<file path="src/rtl/fetch_unit_pkg.sv">
// Shared encodings and constants for the instruction fetch stage.
package fetch_unit_pkg;
  localparam int DATA_W = 16;
  localparam logic [DATA_W-1:0] NOP = 16'h0800;

  typedef enum logic [1:0] {
    S_IDLE   = 2'd0,
    S_WAIT   = 2'd1,
    S_HOLD   = 2'd2,
    S_HALTED = 2'd3
  } state_t;
endpackage

</file>
<file path="src/rtl/fetch_unit_cla16.sv">
// 16-bit carry-lookahead adder: 4-bit lookahead groups with a lookahead carry across groups.
module fetch_unit_cla16 (
  input  logic [15:0] a,
  input  logic [15:0] b,
  input  logic        cin,
  output logic [15:0] sum
);
  logic [15:0] g, p, c;
  logic [2:0]  gg, gp;
  logic [3:0]  gc;

  always_comb begin
    g = a & b;
    p = a ^ b;
    for (int k = 0; k < 3; k++) begin
      gp[k] = &p[4*k +: 4];
      gg[k] = g[4*k+3] | (p[4*k+3] & g[4*k+2]) | (p[4*k+3] & p[4*k+2] & g[4*k+1])
            | (p[4*k+3] & p[4*k+2] & p[4*k+1] & g[4*k]);
    end
    gc[0] = cin;
    gc[1] = gg[0] | (gp[0] & cin);
    gc[2] = gg[1] | (gp[1] & gg[0]) | (gp[1] & gp[0] & cin);
    gc[3] = gg[2] | (gp[2] & gg[1]) | (gp[2] & gp[1] & gg[0]) | (gp[2] & gp[1] & gp[0] & cin);
    for (int k = 0; k < 4; k++) begin
      c[4*k]   = gc[k];
      c[4*k+1] = g[4*k] | (p[4*k] & gc[k]);
      c[4*k+2] = g[4*k+1] | (p[4*k+1] & g[4*k]) | (p[4*k+1] & p[4*k] & gc[k]);
      c[4*k+3] = g[4*k+2] | (p[4*k+2] & g[4*k+1]) | (p[4*k+2] & p[4*k+1] & g[4*k])
               | (p[4*k+2] & p[4*k+1] & p[4*k] & gc[k]);
    end
    sum = p ^ c;
  end
endmodule

</file>
<file path="src/rtl/fetch_unit.sv">
// Instruction fetch stage: issues single reads, tracks squashed returns, and owns the IF/ID register.
module fetch_unit
  import fetch_unit_pkg::*;
(
  input  logic        clk,
  input  logic        rst,
  input  logic [15:0] PC,
  output logic [15:0] MemAddr,
  output logic        MemRd,
  input  logic [15:0] MemData,
  input  logic        MemDone,
  input  logic        Flush,
  input  logic        IdStall,
  input  logic        HaltIn,
  output logic        PcStall,
  output logic [15:0] Instr,
  output logic [15:0] PcNext,
  output logic        IfValid
);
  state_t      state;
  logic [15:0] fetch_addr_p0;
  logic        squash;
  logic [15:0] pc_plus2_p0;
  logic [15:0] instr_p1, pcnext_p1;
  logic        vld_p1;
  logic        flush_take, accept;

  fetch_unit_cla16 u_pc_add (
    .a   (fetch_addr_p0),
    .b   (16'd2),
    .cin (1'b0),
    .sum (pc_plus2_p0)
  );

  always_comb begin
    MemRd      = (state == S_IDLE);
    MemAddr    = (state == S_IDLE) ? PC : fetch_addr_p0;
    flush_take = Flush && !HaltIn && (state != S_HALTED);
    accept     = (state == S_WAIT) && MemDone && !Flush && !HaltIn && !squash;
    PcStall    = !(flush_take || accept);
  end

  // IF/ID register boundary
  always_ff @(posedge clk or posedge rst) begin
    if (rst) begin
      state         <= S_IDLE;
      fetch_addr_p0 <= '0;
      squash        <= 1'b0;
      instr_p1      <= NOP;
      pcnext_p1     <= '0;
      vld_p1        <= 1'b0;
    end else if (HaltIn) begin
      state  <= S_HALTED;
      vld_p1 <= 1'b0;
    end else begin
      case (state)
        S_IDLE: begin
          if (Flush) begin
            vld_p1   <= 1'b0;
            instr_p1 <= NOP;
          end else begin
            fetch_addr_p0 <= PC;
            state         <= S_WAIT;
            if (!IdStall) vld_p1 <= 1'b0;
          end
        end
        S_WAIT: begin
          if (Flush) begin
            vld_p1   <= 1'b0;
            instr_p1 <= NOP;
            // A flush coinciding with the return drops it outright; otherwise drop the later return.
            if (MemDone) begin
              state  <= S_IDLE;
              squash <= 1'b0;
            end else begin
              squash <= 1'b1;
            end
          end else if (MemDone) begin
            if (squash) begin
              squash <= 1'b0;
              state  <= S_IDLE;
              if (!IdStall) vld_p1 <= 1'b0;
            end else begin
              instr_p1  <= MemData;
              pcnext_p1 <= pc_plus2_p0;
              vld_p1    <= 1'b1;
              state     <= IdStall ? S_HOLD : S_IDLE;
            end
          end else if (!IdStall) begin
            vld_p1 <= 1'b0;
          end
        end
        S_HOLD: begin
          if (Flush) begin
            vld_p1   <= 1'b0;
            instr_p1 <= NOP;
            state    <= S_IDLE;
          end else if (!IdStall) begin
            vld_p1 <= 1'b0;
            state  <= S_IDLE;
          end
        end
        default: ;
      endcase
    end
  end

  assign Instr   = instr_p1;
  assign PcNext  = pcnext_p1;
  assign IfValid = vld_p1;
endmodule

</file>
<file path="config.mk">
export PLATFORM = sky130hd
export DESIGN_NAME = fetch_unit
export DESIGN_NICKNAME = d
export VERILOG_FILES = /design/src/rtl/fetch_unit_pkg.sv /design/src/rtl/fetch_unit_cla16.sv /design/src/rtl/fetch_unit.sv
export SDC_FILE = /design/constraint.sdc
export NUM_CORES = 1
export LEC_CHECK = 0
export ABC_CLOCK_PERIOD_IN_PS = 2800
export BUFFER_PORTS_ARGS = -buffer_cell sky130_fd_sc_hd__buf_2
export CAP_MARGIN = 10
export CORE_MARGIN = 3
export CORE_UTILIZATION = 54
export DETAILED_ROUTE_END_ITERATION = 8
export PLACE_DENSITY = 0.84
export SETUP_SLACK_MARGIN = 0.02
export SLEW_MARGIN = 20
export SYNTH_ARGS = -nofsm -noshare
export SYNTH_HDL_FRONTEND = slang
export SYNTH_SLANG_ARGS = --single-unit
</file>
<file path="constraint.sdc">
create_clock -name clk -period 2.8 [get_ports clk]
set_input_delay 0.28 -clock clk [delete_from_list [all_inputs] [get_ports clk]]
set_output_delay 0.28 -clock clk [all_outputs]
set_load 0.02 [all_outputs]
</file>
==> results list <==
* HPWL Detailed: 4.071 mm
- Final period demand of the worst path: 2456 ps
* Post-layout net count: ~380
* Cells taking the most area after synthesis: dfrtp_1 47%, mux2_2 11%, mux2i_1 5.5%
* Area leader, netlist: dfrtp_1
* Largest net degree at the start of global routing: 53
* Global-route wire length before repair: 9.218 mm
* Post-synthesis sequential element count: between 50 and 60
- Dominant combinational cell family by area after synthesis: multiplexers
- Prior to clock tree synthesis, the placed netlist has a worst setup slack of 706.0 ps.
- Fraction of synthesized area in multiplexers: about 20%
* Tot Pwr: 3.439 mW
- The worst path uses 87.70% of the clock period.
- For the final routed database, the setup TNS stands at 0 ps.
* Final global-route overflow total: 0
- Routed length per instance: ~13 um
* IO buf count: around 90
- The floorplan step defined a die boundary enclosing 5897 um^2.
- On the final layout, the worst clock skew is 9.271 ps.
* Number of hold violations in the final report: 0
* Initial Utilization: 56.55%
- Of all nets on the critical path, the largest fanout is 13.
- Number of fill cells: 356
* Dominant synthesized flop cell: dfrtp_1
* Synthesized-area fraction occupied by and/or/nand/nor cells: 12.67%
* Depth of the most critical reg-to-reg path: 5
- The top cell types in the final layout, fill and taps aside, are 88 x buf_2, 51 x dfrtp_1, 33 x nand2_1.
* Highest attainable clock frequency: 407.2 MHz
- Drt drc: 0
* TritonCTS clock tree: yes
- Across the VDD grid, the largest voltage drop is 0.5615 mV.
- Routability congestion estimate from global placement: 0.8369
* Setup repair after global routing missed its margin: no
* I/O Pins: a little under 90
- After clock tree synthesis, the setup repair step added 0 buffers.
- Clock insertion delay at the later pin of the skew report: 310 ps
- Worst reg2reg setup slack: 700 ps
- Gates resized during post-CTS repair numbered 0.
- Leaving out fill and tap cells, the most frequent cell in the layout is buf_2.
* Max-Slew Margin vs Limit: 42.45%
* Critical setup path kind: reg -> out
- Syn Inst Count: about 240
- Total vias in the final route: about 2000
- Die X: 76.80 um
- The first detailed-routing pass took 4 iterations.
- The worst setup path is launched from a flop.
- Layout overhead on the synthesized area: 20.99%
- Kind of capture point of the worst setup path: primary output
- In the final layout, the share of cells above drive strength 1 is around two fifths.
* Number of nets with antenna violations after routing: 0
- The flow ran to the end, and the final reports show no timing, DRC or antenna violations.
- Required time reported for the critical path endpoint: 2520 ps
- The path class of the tightest hold or removal check is in -> async.
- Area of the placeable core: 4786 um^2
- The synthesized netlist devotes 5.687% of its cell area to compound gates.
- The analysis attributes to cell leakage a power of 1.627 nW.
- Number of enable flip-flop cells after synthesis: 0
* Max H-tree Level: 2
- Drt initial violations: about 100
* Total routing usage reported by global routing: 19.33%
- Cells fill 68.42% of the core in the end.
- The number of antenna diodes in the final layout is 0.
* Slew at the pin closest to its max-slew limit: roughly 860 ps
- Power density over the cells: 1050 nW/um^2
- Root buffer cell: clkbuf_8
- Aggregate routed wire length: 5.278 mm
* Hold slack final: 124.4 ps
- Arrival time of the worst setup path: 2180 ps
- The tool flagged a number of max-cap violations equal to 0.
* Number of warnings printed during yosys synthesis: 0
* Total area of multi-input combinational cells: between 1000 and 1500 um^2
- Clock buffers created by TritonCTS: 5
- Flip-flop and latch area: approximately 1300 um^2
- The synthesized netlist devotes roughly 3.6% of its cell area to XOR and XNOR gates.
* Adder-cell share of the synthesized area: 3.699%
- The number of antenna violations at the first check in global routing came to 0.
- Number of hold-repair buffers added at the cts stage: 0
* Portion of synthesized cell area occupied by the leading cell type: 47.16%
* Vias per cell: 4.998
- Measured along the y axis, the die boundary spans 76.80 um.
* Final critical-path setup slack: 344.4 ps
- The netlist uses 41 different library cells.
* Clk sink count: 52
* Net count after synthesis: 290
- Proportion of synthesized chip area in sequential cells: a little under 50%
* Maximum buffer depth of the clock tree: 2
- Setup violations remaining at the end of the flow were counted as 0.
- Number of global-route vias before repair: 1957
- Clk pin slew, worst setup/hold paths: 90 ps
- Averaged over all synthesized cells, the footprint is 11.09 um^2.
- Max Transition Viols Final: 0
* Fraction of registers with async set or reset after synthesis: 100.0%
* Mapped Area: 2706 um^2
* # rows: 25
==> final timing paths <==
kind / startpoint / endpoint
setup reg to reg: state[0] / fetch_addr_p0[6]
setup / recovery: state[0] / MemAddr[14]
hold / removal: rst / Instr[7]
min in group clk: PC[12] / fetch_addr_p0[12]
hold reg to reg: PcNext[1] / PcNext[1]
max in group asynchronous: rst / PcNext[12]
==> stage by stage <==
| stage | cells | instance area [um^2] |
|---|---|---|
| finish | 400 | 3274 |
| global route | 400 | 3274 |
| CTS | 400 | 3273 |
| detailed placement | 392 | 3188 |
| global placement | 392 | 3188 |
| floorplan | 244 | 2706 |
==> worst max-delay path, stage by stage (launching register included) <==
cell     delay, ps
dfrtp_1        430
inv_1          160
ha_1           480
buf_4          300
mux2_2         350
buf_2          160
==> sequential cells by signal, summed over array words and instances, names as in the netlist <==
name / count
squash: 1
state: 2
Instr: 16
PcNext: 16
fetch_addr_p0: 16
IfValid: 1
==> report_power, final <==
group	switching [mW]	total, mW	leakage, nW	internal, mW
Combinational	0.976	1.70	0.922	0.723
Clock	0.238	0.417	0.0424	0.179
Sequential	0.263	1.32	0.663	1.06
==> routing by layer <==
metal  vias up  part of all wire (%)  global-route usage (%)
met5         -                     0                       0
met1       917                    45                   25.17
met4         0                  0.87                   5.435
met2        76                    46                   32.23
li1       1000                     -                       -
met3         6                   7.4                   4.577
==> Yosys cell counts, types with 3 or more instances <==
library cell / number
ha_1: 8
dfrtp_1: 51
mux2_2: 26
nor3_1: 5
nor2_1: 4
o21ai_1: 7
nand3_1: 3
buf_2: 4
mux2i_1: 15
inv_1: 23
buf_4: 4
nor4_2: 3
nand2_1: 33
nand2b_1: 3
xnor2_1: 9
o21ai_0: 7
mux2_1: 9
==> kinds of logic after synthesis <==
kind of cell	Yosys count
muxes	50
xor gates and xnor gates	11
AOI/OAI and AO/OA	25
DFF	52
adders and majority gates	8
buffers and inverters	35
and+or+nand+nor	63
==> final cells by class <==
cell class / count / area share (%)
tap: 67 / 2.560
sequential: 52 / 39.78
inverter: 23 / 2.675
clock buffer: 7 / 2.331
clock inverter: 1 / 0.2675
multi-input combinational: 157 / 37.79
timing repair buffer: 93 / 14.60
No activity file was read; power rests on OpenSTA's default activity.
